==> src/rtl/huffman_tree.sv <==
// Huffman tree builder for ten 9-bit leaf frequencies.
// Runs nine merge steps, one per clock. Each step combines the two
// lightest active nodes into a new internal node (10..18).
// Records of the first eight merges are presented on Tree0..Tree7.
// The children of the final root merge are visible only on m1/m2.
module huffman_tree (
    input  logic        Clk_in,
    input  logic        n_Rst,
    input  logic        Start_tree,
    input  logic [8:0]  Num0,
    input  logic [8:0]  Num1,
    input  logic [8:0]  Num2,
    input  logic [8:0]  Num3,
    input  logic [8:0]  Num4,
    input  logic [8:0]  Num5,
    input  logic [8:0]  Num6,
    input  logic [8:0]  Num7,
    input  logic [8:0]  Num8,
    input  logic [8:0]  Num9,
    output logic [14:0] Tree0,
    output logic [14:0] Tree1,
    output logic [14:0] Tree2,
    output logic [14:0] Tree3,
    output logic [14:0] Tree4,
    output logic [14:0] Tree5,
    output logic [14:0] Tree6,
    output logic [14:0] Tree7,
    output logic [4:0]  m1,
    output logic [4:0]  m2
);

    typedef enum logic [1:0] {IDLE, MERGE, DONE} state_t;

    state_t      state;
    logic [3:0]  step;
    logic [12:0] weight [0:18];
    logic [18:0] active;
    logic [14:0] tree_reg [0:7];
    logic [8:0]  num_in [0:9];

    logic [4:0]  sel1;
    logic [4:0]  sel2;
    logic [12:0] w1;
    logic [12:0] w2;
    logic        found1;
    logic        found2;
    logic [4:0]  new_idx;
    logic [12:0] sum_w;

    assign num_in[0] = Num0;
    assign num_in[1] = Num1;
    assign num_in[2] = Num2;
    assign num_in[3] = Num3;
    assign num_in[4] = Num4;
    assign num_in[5] = Num5;
    assign num_in[6] = Num6;
    assign num_in[7] = Num7;
    assign num_in[8] = Num8;
    assign num_in[9] = Num9;

    assign Tree0 = tree_reg[0];
    assign Tree1 = tree_reg[1];
    assign Tree2 = tree_reg[2];
    assign Tree3 = tree_reg[3];
    assign Tree4 = tree_reg[4];
    assign Tree5 = tree_reg[5];
    assign Tree6 = tree_reg[6];
    assign Tree7 = tree_reg[7];

    assign new_idx = 5'(step) + 5'd10;
    assign sum_w   = w1 + w2;

    // Pick the two lightest active nodes; the ascending scan with a strict
    // less-than keeps the lower index on equal weights.
    always_comb begin
        sel1   = '0;
        w1     = '0;
        found1 = 1'b0;
        sel2   = '0;
        w2     = '0;
        found2 = 1'b0;
        for (int i = 0; i < 19; i++) begin
            if (active[i] && (!found1 || weight[i] < w1)) begin
                sel1   = 5'(i);
                w1     = weight[i];
                found1 = 1'b1;
            end
        end
        for (int i = 0; i < 19; i++) begin
            if (active[i] && (5'(i) != sel1) && (!found2 || weight[i] < w2)) begin
                sel2   = 5'(i);
                w2     = weight[i];
                found2 = 1'b1;
            end
        end
    end

    // Control FSM with node weights, active flags and registered outputs.
    always_ff @(posedge Clk_in) begin
        if (n_Rst) begin
            state  <= IDLE;
            step   <= '0;
            active <= '0;
            m1     <= '0;
            m2     <= '0;
            for (int i = 0; i < 19; i++) begin
                weight[i] <= '0;
            end
            for (int i = 0; i < 8; i++) begin
                tree_reg[i] <= '0;
            end
        end else begin
            case (state)
                IDLE: begin
                    if (Start_tree) begin
                        for (int i = 0; i < 10; i++) begin
                            weight[i] <= {4'b0000, num_in[i]};
                        end
                        for (int i = 10; i < 19; i++) begin
                            weight[i] <= '0;
                        end
                        for (int i = 0; i < 8; i++) begin
                            tree_reg[i] <= '0;
                        end
                        active <= 19'h003FF;
                        m1     <= '0;
                        m2     <= '0;
                        step   <= '0;
                        state  <= MERGE;
                    end
                end
                MERGE: begin
                    m1               <= sel1;
                    m2               <= sel2;
                    weight[new_idx]  <= sum_w;
                    active[sel1]     <= 1'b0;
                    active[sel2]     <= 1'b0;
                    active[new_idx]  <= 1'b1;
                    if (step < 4'd8) begin
                        tree_reg[step[2:0]] <= {sel1, sel2, new_idx};
                        step                <= step + 4'd1;
                    end else begin
                        state <= DONE;
                    end
                end
                DONE: begin
                    if (!Start_tree) begin
                        state <= IDLE;
                    end
                end
                default: begin
                    state <= IDLE;
                end
            endcase
        end
    end

endmodule

==> config.mk <==
export PLATFORM = sky130hd
export DESIGN_NAME = huffman_tree
export DESIGN_NICKNAME = d
export VERILOG_FILES = /design/src/rtl/huffman_tree.sv
export SDC_FILE = /design/constraint.sdc
export NUM_CORES = 2
export LEC_CHECK = 0
export ABC_AREA = 1
export CAP_MARGIN = 5
export CORE_MARGIN = 2
export CORE_UTILIZATION = 62
export DETAILED_ROUTE_END_ITERATION = 6
export MAX_ROUTING_LAYER = met4
export PLACE_DENSITY = 0.83
export SETUP_SLACK_MARGIN = 0.2
export SLEW_MARGIN = 40
export SYNTH_ARGS = -nofsm -noshare
export SYNTH_HDL_FRONTEND = slang
export SYNTH_SLANG_ARGS = --single-unit
==> constraint.sdc <==
create_clock -name Clk_in -period 80.4 [get_ports Clk_in]
set_clock_uncertainty 0.05 [all_clocks]
set_input_delay 16.08 -clock Clk_in [delete_from_list [all_inputs] [get_ports Clk_in]]
set_output_delay 16.08 -clock Clk_in [all_outputs]
set_load 0.02 [all_outputs]
* After elaboration in Yosys (flattened, before gate mapping)
Memory sizes are Yosys's and may differ from the RTL's.
Cells that the tools add are included.
** Cells by class
- Add/subtract/negate cells :: 3
- $lt $le $gt $ge :: 43
- Equal/unequal tests :: 24
- Multiplexer cells :: 174
- Bitwise logic cells :: 32
- Reductions and logical operators :: 138
** Operator list (number)
- 13-bit two-way mux :: 58
- 13-bit less-than comparator :: 36
- 5-bit two-way mux :: 36
- 15-bit two-way mux :: 9
- 1-bit logical AND :: 58
- 1-bit two-way mux :: 56
- 4-bit by 5-bit != test with 1-bit output, first input constant :: 8
- 19-bit AND :: 2
- 19-bit inverter :: 2
- 19-bit one-hot mux with 2 select lines :: 1
- 1-bit logical NOT :: 36
- 1-bit logical OR :: 36
- 1-bit bitwise OR :: 27
- 3-bit by 5-bit != test with 1-bit output, first input constant :: 4
- 5-bit one-hot mux with 2 select lines :: 2
- 19-bit two-way mux :: 1
- 19-bit bitwise OR :: 1
- 5-bit by 6-bit less-than comparator with 1-bit output, second input constant :: 3
- 1-bit demux with 5-bit select :: 3
- 5-bit by 1-bit >= comparator with 1-bit output, second input constant :: 3
- 5-bit != test, first input constant :: 3
- 15-bit OR reduction :: 1
- 13-bit adder :: 1
- 13-bit OR reduction :: 1
- other kinds (18) :: 26
** Word-level totals
- Bits in registers :: 35
- Bits in writable memories :: 367
- Input bits :: 93
- Output and inout bits :: 130
- Logic and storage cells :: 421
- Memories :: 2
** Memory list
- weight :: depth 19, width 13, read ports 19, clocked after memory_dff 0, wr ports 19, RTL line 36 : logic [12:0] weight [0:18];
- tree_reg :: depth 8, width 15, read ports 8, clocked after memory_dff 0, wr ports 8, RTL line 38 : logic [14:0] tree_reg [0:7];

* Longest topological paths before layout
An unclocked memory read counts as a cell.
- Depth after elaboration :: 157
- Gate-level depth with buffers :: 504
- Mapped depth without buffers :: 435

* Worst setup path before layout
Ideal clock, no wire load.
- Path type :: flip-flop to flip-flop
- From :: register active[0]
- To :: memory weight[12][11], data pin
- Library setup time :: 0.266 ns
- Data arrival time :: 57.001 ns
- Data required time :: 80.084 ns
- Path slack :: 23.083 ns
- Stages on the path, launching flop included :: 460
- Path buffers :: 71
- Period minus slack after synthesis :: 57.317 ns
- Cells stage by stage :: dfxtp_1 > buf_4 > buf_6 > nand2_1 > ha_1 > nand2_1 > nor2_1 > nand2_1 > nor2_1 > nand2_1 > nand2_1 > nand2_2 > nand2_2 > buf_6 > clkbuf_1 > nand2_1 > o21ai_0 > ha_1 > [424 not listed] > buf_8 > buf_8 > o21ai_2 > ha_1 > a21o_1 > a21oi_1 > o21ai_0 > nand3_1 > nand2_1 > a21o_1 > a21oi_1 > inv_1 > a21oi_1 > nor2_1 > nor2_1 > xor2_1 > clkbuf_1 > nor2_1
** RTL lines
- from (decl) :: RTL line 37 : logic [18:0] active;
- from (signal assigned) :: RTL line 103 : active <= '0;
- from (signal assigned) :: RTL line 125 : active <= 19'h003FF;
- from (signal, indexed assignment) :: RTL line 136 : active[sel1] <= 1'b0;
- to (decl) :: RTL line 36

==> impl_metrics.yaml <==
cells_and_area:
  largest_reg_flops: 247
  drive_above_1_share: 0.102
  diodes: 0
  areaGrowthSynthToFinish_pct: 10.5
  nFillCells: 4567
  final_net_count: 5094
  regArea_sq_um: 11700
  multi_input_area_sq_um: 20300
  layoutNonFillerInstCount: 5395
  final_common_cell: "nand2_1"
  layout_common_cells: "nand2_1 (975), nand3_1 (525), o21ai_0 (493)"
  design_area_sq_um: 38500
logic_synthesis:
  ys_types: 59
  synth_edf_count: 367
  ys.flop_type: "edfxtp_1"
  yosysTopAreaCell: "edfxtp_1"
  synth_seq_cells: 402
  synth-seq-area-share: 0.337
  synth_top_area_frac: 0.316
  netlist_area_sq_um: 34800
  yosys_warnings: 0
  synth_cells: 4490
  async_flop_share: 0
  avgSynthCellArea_sq_um: 7.76
  synth.area.top_cells: "edfxtp_1 (32%), ha_1 (14%), nand2_1 (11%)"
clock_tree:
  cts_resized: 0
  cts_buffers: 45
  cts_tree: "built"
  clock_latency_ns: 0.63
  cts-htree-levels: 2
  cts.clk_slew.worst_paths_ns: 0.06
  cts_setup_buffers: 0
  clockBufferDepth: 3
  numClockSinks: 402
  root_buffer: "clkbuf_16"
  cts_hold_buf: 0
floorplan:
  dieArea_sq_um: 58100
  core_region_area_sq_um: 55300
  die_h_microns: 241
  placementRows: 86
  start_util: 0.630
  ioPinCount: 223
  die_x_microns: 241
timing:
  tns_ns: 0
  grt_setup_unrepaired: "false"
  fmax_ghz: 0.0157
  layout_setup_ws_ns: 16.81
  hold_viol: 0
  slew_violations: 0
  worst_pin_slew_ns: 0.973
  period_needed_ns: 63.59
  setup_viol: 0
  max_slew_margin: 0.343
  fin_crit_sh: 0.791
placed_design:
  placed_cells: 5312
  port_buffers: 222
  place_hpwl_microns: 85900
  dp_slack_ns: 18.35
  dpl_cell_area_sq_um: 37000
  gp_congestion: 1.02
route:
  via_per_inst: 6.09
  wl_microns: 112000
  drtPass1Iterations: 6
  vias: 32841
  drt_iter0_markers: 3756
  drc: 0
  wl_per_cell_microns: 20.8
  ant_nets: 0
setup_path:
  worst-setup-path-type: "reg -> reg"
  cpMaxStageDelayCell: "dfxtp_1"
  crit_path_end_kind: "flip-flop"
  critPathRequiredTime_ns: 80.68
  crit_family: "compound AO/OA/AOI/OAI gates"
  worst_ep_arrival_time_ns: 63.87
  critPathBufInv: 13
  cp-start-kind: "flip-flop"
  path_max_fanout: 34
  slowest_delay_ns: 0.72
  crit_top_cell: "nand2_1"
status:
  status: "finished, final reports clean"
global_route:
  grt_overflow_total: 0
  grt_use_total: 0.394
  first_global_vias: 30644
  grt_pass1_wl_microns: 171000
  grt_max_degree: 67
  antenna_found_initial: 1
hold_path:
  hold_path.class: "reg -> reg"
power:
  leakage_nw: 17.9
  peakVddDrop_v: 0.0000663
  pwr_density_cell_nw_per_um2: 42.2
  total_power_mw: 1.62
job:
  cap_violations: 0
[area by class of cell]
type | instances | share of cell area
clock buffer | 53 | 0.0300
clock inverter | 30 | 0.00800
inverter | 430 | 0.0443
multi-input combinational | 3495 | 0.528
sequential | 402 | 0.305
tap | 748 | 0.0243
timing repair buffer | 237 | 0.0609
[cells in the mapped netlist, drive strengths merged (35+ instances only)]
| cell type | n |
|---|---|
| inv | 406 |
| nand3 | 537 |
| nand4 | 44 |
| a21oi | 143 |
| buf | 54 |
| dfxtp | 35 |
| o21bai | 37 |
| o21ai | 527 |
| ha | 389 |
| nand2 | 1207 |
| nor2 | 483 |
| clkbuf | 113 |
| edfxtp | 367 |
[metrics by stage]
stage | hold WS [ns] | util
floorplan | 0.420 | -
global placement | 0.415 | 0.668
detailed placement | 0.421 | 0.669
CTS | 0.429 | 0.696
global route | 0.462 | 0.696
finish | 0.427 | 0.696
[per-layer routing]
metal | vias to the layer above | wire (microns) | track usage
li1 | 15518 | - | -
met1 | 15149 | 45000 | 0.513
met2 | 1870 | 49200 | 0.606
met3 | 304 | 13100 | 0.0798
met4 | 0 | 4640 | 0.149
met5 | - | 0 | -
[worst paths after layout]
path | slack (ns) | startpoint | endpoint | depth (start not counted)
hold reg to reg | 0.43 | m2[2] | m2[2] | 2
setup / recovery | 16.81 | active[0] | weight[12][12] | 371
setup reg to reg | 16.81 | active[0] | weight[12][12] | 371
hold / removal | 0.43 | m2[2] | m2[2] | 2
[cell families (layout without fill, tap and decap cells)]
kind of cell             count (synthesis)  after routing  synth area share
adder cells (fa/ha/maj)                390            390             0.140
flip-flops                             402            402             0.337
other                                    1              6          0.000108
AND/OR/NAND/NOR                       2299           2299             0.308
AO/OA/AOI/OAI                          789            789             0.128
buffers and inverters                  598            750            0.0841
XOR/XNOR                                11             11           0.00277
[worst min-delay path, cell delays in order (launching register included)]
cell	delay, ns
dfxtp_1	0.31
nand3_1	0.07
o21ai_1	0.05
[report_power, final]
group / total, mW / internal [mW] / switching (mW) / leakage, nW
sequential: 0.269 / 0.247 / 0.0215 / 4.28
combinational: 1.14 / 0.319 / 0.826 / 13.0
clock: 0.208 / 0.114 / 0.0936 / 0.687
total: 1.62 / 0.681 / 0.941 / 17.9
Power figures use the tool's default switching activity.
